===== config.mk =====
export PLATFORM = sky130hd
export DESIGN_NAME = triangle_assembler
export DESIGN_NICKNAME = d
export VERILOG_FILES = /design/src/rtl/graphics_pkg.sv /design/src/rtl/tri_fifo.sv /design/src/rtl/triangle_assembler.sv
export SDC_FILE = /design/constraint.sdc
export NUM_CORES = 1
export LEC_CHECK = 0
export ABC_CLOCK_PERIOD_IN_PS = 12200
export CORE_ASPECT_RATIO = 0.7
export CORE_MARGIN = 1
export CORE_UTILIZATION = 40
export CTS_CLUSTER_SIZE = 10
export DETAILED_ROUTE_END_ITERATION = 6
export HOLD_SLACK_MARGIN = 0.1
export PLACE_DENSITY = 0.58
export SLEW_MARGIN = 20
export SYNTH_ARGS = -nofsm -noshare
export SYNTH_HDL_FRONTEND = slang
export SYNTH_SLANG_ARGS = --single-unit

===== constraint.sdc =====
create_clock -name clk -period 12.2 [get_ports clk]
set_input_delay 1.22 -clock clk [delete_from_list [all_inputs] [get_ports clk]]
set_output_delay 1.22 -clock clk [all_outputs]
set_load 0.005 [all_outputs]

===== src/rtl/graphics_pkg.sv =====
// graphics_pkg: shared vertex/triangle types, widths, FSM state enum and degenerate-triangle test
package graphics_pkg;
  localparam int VERTEX_W = 48;
  localparam int COLOR_W = 16;
  typedef struct packed {
    logic signed [15:0] x;
    logic signed [15:0] y;
    logic signed [15:0] z;
  } vertex_t;
  typedef struct packed {
    vertex_t v0;
    vertex_t v1;
    vertex_t v2;
    logic [COLOR_W-1:0] color;
  } triangle_t;
  typedef enum logic [1:0] {WAIT0, HAVE1, HAVE2} asm_state_t;
  function automatic logic degenerate(input vertex_t a, input vertex_t b, input vertex_t c);
    return (a == b) || (a == c) || (b == c);
  endfunction
endpackage


===== src/rtl/tri_fifo.sv =====
// tri_fifo: triangle buffer; push/full in, pop_valid/pop_ready/pop_data out (zero when empty), accepts push when full if popping, async active-low rst_n
module tri_fifo
  import graphics_pkg::*;
#(
  parameter int DEPTH = 4
) (
  input  logic      clk,
  input  logic      rst_n,
  input  logic      push,
  input  triangle_t push_data,
  output logic      full,
  output triangle_t pop_data,
  output logic      pop_valid,
  input  logic      pop_ready
);
  localparam int AW = (DEPTH > 1) ? $clog2(DEPTH) : 1;
  triangle_t mem [DEPTH];
  logic [AW-1:0] wr_ptr, rd_ptr;
  logic [AW:0] count;
  logic pop, wr;
  assign pop_valid = count != '0;
  assign full = count == (AW+1)'(DEPTH);
  assign pop = pop_valid && pop_ready;
  assign wr = push && (!full || pop);
  assign pop_data = pop_valid ? mem[rd_ptr] : '0;
  always_ff @(posedge clk or negedge rst_n) begin
    if (!rst_n) begin
      wr_ptr <= '0;
      rd_ptr <= '0;
      count <= '0;
    end else begin
      wr_ptr <= wr ? wr_ptr + 1'b1 : wr_ptr;
      rd_ptr <= pop ? rd_ptr + 1'b1 : rd_ptr;
      count <= count + (AW+1)'(wr) - (AW+1)'(pop);
    end
  end
  always_ff @(posedge clk) begin
    if (wr) mem[wr_ptr] <= push_data;
  end
endmodule


===== src/rtl/triangle_assembler.sv =====
// triangle_assembler: groups vertex stream into buffered triangles (in_valid/vertex/color/new_triangle in, tri_v0..2/tri_color/tri_valid/tri_ready out, proto_err, drop_count); TRIANGLE_ASSEMBLER_CULL_EN drops degenerate triangles
module triangle_assembler
  import graphics_pkg::*;
#(
  parameter int FIFO_DEPTH = 4
) (
  input  logic        clk,
  input  logic        rst_n,
  input  logic        in_valid,
  input  logic [47:0] vertex,
  input  logic [15:0] color,
  input  logic        new_triangle,
  output logic [47:0] tri_v0,
  output logic [47:0] tri_v1,
  output logic [47:0] tri_v2,
  output logic [15:0] tri_color,
  output logic        tri_valid,
  input  logic        tri_ready,
  output logic        proto_err,
  output logic [7:0]  drop_count
);
  asm_state_t state;
  vertex_t slot0, slot1, v_in;
  logic [COLOR_W-1:0] col;
  triangle_t tri_new, head;
  logic complete, cull, push, drop, full, pop;
  assign v_in = vertex;
  assign tri_new = {slot0, slot1, v_in, col};
  assign complete = in_valid && !new_triangle && state == HAVE2;
  assign pop = tri_valid && tri_ready;
`ifdef TRIANGLE_ASSEMBLER_CULL_EN
  assign cull = degenerate(slot0, slot1, v_in);
`else
  assign cull = 1'b0;
`endif
  assign push = complete && !cull;
  assign drop = complete && (cull || (full && !pop));
  always_ff @(posedge clk or negedge rst_n) begin
    if (!rst_n) begin
      state <= WAIT0;
      slot0 <= '0;
      slot1 <= '0;
      col <= '0;
      proto_err <= 1'b0;
      drop_count <= '0;
    end else begin
      if (in_valid) begin
        if (new_triangle) begin
          slot0 <= v_in;
          col <= color;
          state <= HAVE1;
          if (state != WAIT0) proto_err <= 1'b1;
        end else if (state == WAIT0) begin
          proto_err <= 1'b1;
        end else if (state == HAVE1) begin
          slot1 <= v_in;
          state <= HAVE2;
        end else begin
          state <= WAIT0;
        end
      end
      if (drop && drop_count != 8'hff) drop_count <= drop_count + 8'd1;
    end
  end
  tri_fifo #(.DEPTH(FIFO_DEPTH)) u_fifo (
    .clk       (clk),
    .rst_n     (rst_n),
    .push      (push),
    .push_data (tri_new),
    .full      (full),
    .pop_data  (head),
    .pop_valid (tri_valid),
    .pop_ready (tri_ready)
  );
  assign tri_v0 = head.v0;
  assign tri_v1 = head.v1;
  assign tri_v2 = head.v2;
  assign tri_color = head.color;
endmodule


=== Word level (Yosys, flattened, before mapping) ===
Memory sizes are Yosys's and may differ from the RTL's.
Index checks and enable logic that the tools add are counted.

* Register bits: 130
* Bits in latches: 0
* Memory bits (writable): 640
* Bits in read-only memories: 0
* Output and inout port bits: 170
* Logic and storage cells: 55
* Memories kept: 1

{| class="wikitable"
|+ Memories
! name !! words !! width !! rd ports !! clocked after Yosys merged registers in !! write ports !! line !! text
|-
| u_fifo.mem || 4 || 160 || 1 || 0 || 1 || tri_fifo.sv:17 || <nowiki>triangle_t mem [DEPTH];</nowiki>
|}

* Add/sub/neg operators: 5
* Multiply operators: 0
* Divide/modulo/power cells: 0
* Order comparisons: 0
* Equality and inequality tests: 6
* Shifts and indexed selects: 0
* Mux-type cells: 9
* Bitwise operators: 2
* Reductions and logical operators: 19

{| class="wikitable"
|+ Operator list
! operator !! count
|-
| $mux 160 || 1
|-
| $add 8x1->8 const B || 1
|-
| $ne 8x8->1 const B || 1
|-
| $logic_and 1x1->1 || 7
|-
| $mux 2 || 3
|-
| $mux 1 || 5
|-
| $add 2x1->2 const B || 2
|-
| $reduce_and 2->1 || 2
|-
| $reduce_and 4->1 || 1
|-
| $reduce_bool 2->1 || 2
|-
| $add 3x1->3 || 1
|-
| $eq 3x3->1 const B || 1
|-
| $logic_not 1->1 || 3
|-
| $reduce_and 3->1 || 1
|-
| $reduce_bool 3->1 || 1
|-
| $sub 3x1->3 || 1
|-
| $eq 2x1->1 const B || 1
|-
| $eq 2x2->1 const B || 1
|-
| $logic_not 2->1 || 1
|-
| $ne 2x1->1 const B || 1
|-
| $ne 2x2->1 const B || 1
|-
| $not 1->1 || 2
|-
| $logic_or 1x1->1 || 1
|}

=== Logic depth before layout (Yosys ltp) ===
* Depth in word-level cells: 6
* Gate-level depth with buffers: 9
* Depth with buffers taken out: 8

=== Hierarchy ===
A second synthesis with hierarchy kept.

* Cell total of the unflattened synthesis: 1337
* Area total of the unflattened synthesis: 29241.8 µm²

{| class="wikitable"
|+ Modules (own cells, without submodules)
! module !! instances !! cells each !! area each (µm²) !! seq. area each (µm²)
|-
| tri_fifo || 1 || 1051 || 24536.0 || 19393.6
|-
| triangle_assembler || 1 || 286 || 4705.8 || 3078.0
|}

=== Worst setup path after synthesis ===
OpenSTA, ideal clock, no wires.

* Kind: in2reg
* From: in new_triangle
* To: mem u_fifo.mem[0][0] in the netlist's numbering (enable)
* Setup time: 539 ps
* Data arrival time: 5513 ps
* Data required time: 11661 ps
* Setup slack: 6148 ps
* Stages on the path: 4
* Cell sequence: and4bb_2 -> nor2b_1 -> buf_2 -> and2_1

* Longest elaborated chain between the ends: 6

{| class="wikitable"
|+ Ends and longest elaborated chain
! element !! line !! text
|-
| start: declaration || triangle_assembler.sv:12 || <nowiki>input logic new_triangle,</nowiki>
|-
| $logic_not 1->1 || triangle_assembler.sv:29 || <nowiki>assign complete = in_valid && !new_triangle && state == HAVE2;</nowiki>
|-
| $logic_and 1x1->1 (2 in a row) || triangle_assembler.sv:29 ||
|-
| $logic_and 1x1->1 || tri_fifo.sv:24 || <nowiki>assign wr = push && (!full || pop);</nowiki>
|-
| net u_fifo.wr || tri_fifo.sv:20 || <nowiki>logic pop, wr;</nowiki>
|-
| $mux 1 || tri_fifo.sv:38 || <nowiki>if (wr) mem[wr_ptr] <= push_data;</nowiki>
|-
| $mux 1 (not written as such) || tri_fifo.sv:38 ||
|-
| end: declaration || tri_fifo.sv:17 ||
|}

The timed path passes the listed nets, and every way through them passes these cells.

=== Final worst setup path ===
* From: reg u_fifo.rd_ptr[0]
* To: out tri_v1[0]

* Longest elaborated chain between the ends: 2

{| class="wikitable"
|+ Ends and longest elaborated chain
! element !! line !! text
|-
| start: declaration || tri_fifo.sv:18 || <nowiki>logic [AW-1:0] wr_ptr, rd_ptr;</nowiki>
|-
| start signal: assignment || tri_fifo.sv:33 || <nowiki>rd_ptr <= pop ? rd_ptr + 1'b1 : rd_ptr;</nowiki>
|-
| $mem_v2 4x160 || - ||
|-
| $mux 160 || tri_fifo.sv:25 || <nowiki>assign pop_data = pop_valid ? mem[rd_ptr] : '0;</nowiki>
|-
| end: declaration || triangle_assembler.sv:14 || <nowiki>output logic [47:0] tri_v1,</nowiki>
|}

Every way passes these cells.

==> results.md <==
| Step | Result | This run |
|:---|:---|:---|
| clocking | Clock transition at the registers of the reported paths | 60 ps |
| timing | Part of the cycle the worst path needs | 0.477 |
| job | Count of max-cap constraint violations | 0 |
| clocking | Later-pin clock latency in the skew report | 630 ps |
| finish | Layout cell share with drive strength beyond 1 | 0.239 |
| clocking | Longest Clk Path Bufs | 3 |
| timing | Transition time at the pin with the least slew margin | 1020 ps |
| setup path | CP Data Required Time | 10,980 ps |
| finish | Count of fill cells added during filler insertion | 5,810 |
| synth | Post-synthesis sequential area ratio | 0.769 |
| detailed routing | Vias per std cell | 5.13 |
| synth | Post-Synthesis Mean Instance Area | 21.9 um2 |
| global routing | Vias in the first global route | 14,700 |
| setup path | Crit path capture type | primary output |
| global routing | Global-route total usage across every layer | 0.167 |
| detailed routing | Drt total wl | 60,900 um |
| floorplan | Initial Utilization | 0.406 |
| setup path | Worst-path cell with the longest stage delay | dfrtp_4 |
| setup path | Series of cell instances along the critical path | buf_4 -> buf_4 -> mux4_2 -> and2_1 -> clkdlybuf4s50_1 |
| synth | Post-Syn Area | 29,200 um2 |
| timing | Total negative slack for setup checks | 0 ps |
| detailed routing | Wire length per cell | 23.0 um |
| floorplan | Placeable core region | 71,900 um2 |
| clocking | Number of buffers created by CTS | 87 |
| floorplan | Die area | 74,200 um2 |
| min path | Worst min path class | reg2reg |
| detailed routing | Number of search-and-repair iterations in the first detailed-routing pass | 7 |
| setup path | Category of the critical setup timing path | reg2out |
| clocking | Root cell of the clock tree | clkbuf_16 |
| setup path | Crit Path Max Fanout | 46 |
| floorplan | Number of ports placed on the die boundary | 239 |
| placed design | Final estimated routing congestion in global placement | 0.706 |
| timing | Final setup slack of the worst path | 6380 ps |
| synth | Number of distinct library cell variants in the gate-level netlist after synthesis | 31 |
| timing | Fin Hold WS | 460 ps |
| timing | Worst setup skew after layout | 21.5 ps |
| synth | Net count after synthesis | 1,414 |
| synth | Register bit total from synthesis | 770 |
| clocking | Post-CTS Repair Setup Buffers | 0 |
| global routing | Antenna violations before repair | 5 |
| finish | Antenna cells | 0 |
| clocking | # resized after CTS | 0 |
| setup path | Cell type with the highest occurrence count on the critical path | buf_4 |
| setup path | Delay contributed by the slowest stage of the critical path | 930 ps |
| global routing | Largest net degree at the start of global routing | 99 |
| pwr | Worst-case vdd ir drop | 94.2 uV |
| setup path | Buffers plus inverters on the worst setup path | 3 |
| floorplan | Die Span Y | 228 um |
| detailed routing | Residual DRC count | 0 |
| timing | F_max | 0.172 GHz |
| clocking | Deepest level of the CTS H-tree | 3 |
| floorplan | Die Width | 325 um |
| placed design | Placed wire-length estimate | 32,400 um |
| placed design | I/O Buffers | 238 |
| detailed routing | Number of routed nets with antenna violations | 0 |
| finish | Total number of nets in the final design | 1,693 |
| timing | Max Slew Vio Count | 0 |
| synth | Yosys warns | 0 |
| global routing | Global-route wire length before repair | 92,900 um |
| timing | Final Critical Period | 5820 ps |
| clocking | Post-CTS Hold Fix Bufs | 0 |
| finish | Multi-input gate area | 6380 um2 |
| clocking | Number of sinks handled by clock tree synthesis | 770 |
| detailed routing | Iteration-0 DRC count of the detailed router | 918 |
| timing | Setup repair after global routing missed its margin | false |
| setup path | Critical Path Start Type | flop |
| setup path | Arrival time at the worst endpoint | 4600 ps |
| setup path | Family with the most delay on the worst path | buffers and inverters |
| pwr | Power per cell area | 225 nW/um2 |
| finish | Area Growth Syn to Fin | 20.6% |
| timing | # setup viols final | 0 |
| detailed routing | Vias post-DR | 13,600 |
| synth | Synthesized instance count | 1,335 |
| timing | Slew headroom | 0.322 |
| run status | Result of the run | complete, no violations |
| pwr | Lkg Pwr | 11.7 nW |
| finish | FF/Latch Area | 22,500 um2 |
| clocking | TritonCTS clock tree | done |
| floorplan | Count of standard-cell rows | 82 |
| timing | Final hold violation count | 0 |
| global routing | Final global-route overflow total | 0 |
| placed design | Post-placement setup slack | 6830 ps |
per-stage QoR:
step | utilization | total power, mW | cell area [um2] | instances
after floorplan | - | 4.54 | 29200 | 1335
after global placement | 0.453 | 5.62 | 32600 | 2490
after detailed placement | 0.453 | 5.65 | 32600 | 2490
after global routing | 0.490 | 8.30 | 35200 | 2651
after CTS | 0.489 | 8.05 | 35200 | 2650
final | 0.490 | 7.92 | 35200 | 2651
power breakdown:
| part | switching (mW) | internal [mW] |
|---|---|---|
| clock network | 0.989 | 1.38 |
| logic | 0.849 | 1.33 |
| registers | 0.219 | 3.14 |
cells by family after synthesis:
kind of cell               count (synthesis)  synth area share
muxes                                    273             0.167
and+or+nand+nor                          190            0.0409
AOI/OAI and AO/OA                          5           0.00158
adders and majority gates                 10           0.00454
xor gates and xnor gates                  12           0.00360
DFF                                      770             0.769
buffers and inverters                     75            0.0136
registers in the layout, summed over array words and instances (netlist names):
register	flops
u_fifo.mem	640
slot0	48
slot1	48
col	16
drop_count	8
u_fifo.count	3
state	2
u_fifo.rd_ptr	2
u_fifo.wr_ptr	2
proto_err	1
cell usage in the layout (no fill, tap or decap), types with 9 or more instances in the layout:
cell type / count
buf_4: 16
edfxtp_1: 640
ha_1: 9
clkdlybuf4s50_1: 237
mux4_2: 160
clkbuf_16: 89
dfrtp_1: 128
and2_1: 161
clkbuf_1: 62
mux2_2: 113
inv_1: 9
area by class of cell:
cell class,count,share of cell area
Clock buffer,154,0.0710
Clock inverter,6,0.00252
Inverter,9,0.000959
Multi-Input combinational cell,490,0.181
Sequential cell,770,0.638
Tap cell,966,0.0343
Timing Repair Buffer,256,0.0722
layer usage:
| metal | vias up | wire (um) | global-route usage |
|---|---|---|---|
| li1 | 5901 | - | - |
| met1 | 7297 | 28700 | 0.244 |
| met2 | 310 | 28400 | 0.257 |
| met3 | 91 | 2740 | 0.0336 |
| met4 | 4 | 1020 | 0.0426 |
| met5 | - | 30 | 0 |
Yosys cell counts:
| cell | n | area share |
|---|---|---|
| nand4_1 | 2 | 0.00043 |
| or2_2 | 1 | 0.00021 |
| nor2b_1 | 1 | 0.00021 |
| and4bb_2 | 1 | 0.00043 |
| edfxtp_1 | 640 | 0.66 |
| o211ai_4 | 1 | 0.00073 |
| nor4b_1 | 1 | 0.00030 |
| a21o_1 | 2 | 0.00051 |
| nor4_2 | 1 | 0.00043 |
| ha_1 | 9 | 0.0039 |
| and3_1 | 1 | 0.00021 |
| mux4_2 | 160 | 0.12 |
| buf_2 | 33 | 0.0057 |
| fa_1 | 1 | 0.00069 |
| buf_6 | 10 | 0.0039 |
| inv_1 | 9 | 0.0012 |
| nand4b_1 | 1 | 0.00030 |
| xnor2_1 | 6 | 0.0018 |
| clkbuf_1 | 23 | 0.0030 |
| nor3_1 | 1 | 0.00017 |
| o21ai_0 | 2 | 0.00034 |
| nor2_1 | 3 | 0.00039 |
| xor2_1 | 6 | 0.0018 |
| nand3_1 | 2 | 0.00034 |
| dfrtp_1 | 130 | 0.11 |
| nand2_1 | 7 | 0.00090 |
| mux2_2 | 113 | 0.044 |
| and2_1 | 165 | 0.035 |
| nand2b_1 | 1 | 0.00021 |
| or3_1 | 1 | 0.00021 |
| nor4b_4 | 1 | 0.00081 |
final timing paths:
path                                  start                 to  slack, ps  cells after the start
min                               proto_err          proto_err        460                      1
min reg2reg                       proto_err          proto_err        460                      1
min in group asynchronous             rst_n            col[10]        680                      1
max reg2reg                        state[0]  u_fifo.mem[1][37]       8770                      4
max in group asynchronous             rst_n           slot0[3]      10070                      2
max                        u_fifo.rd_ptr[0]          tri_v1[0]       6380                      5
(Power assumes the default switching activity.)
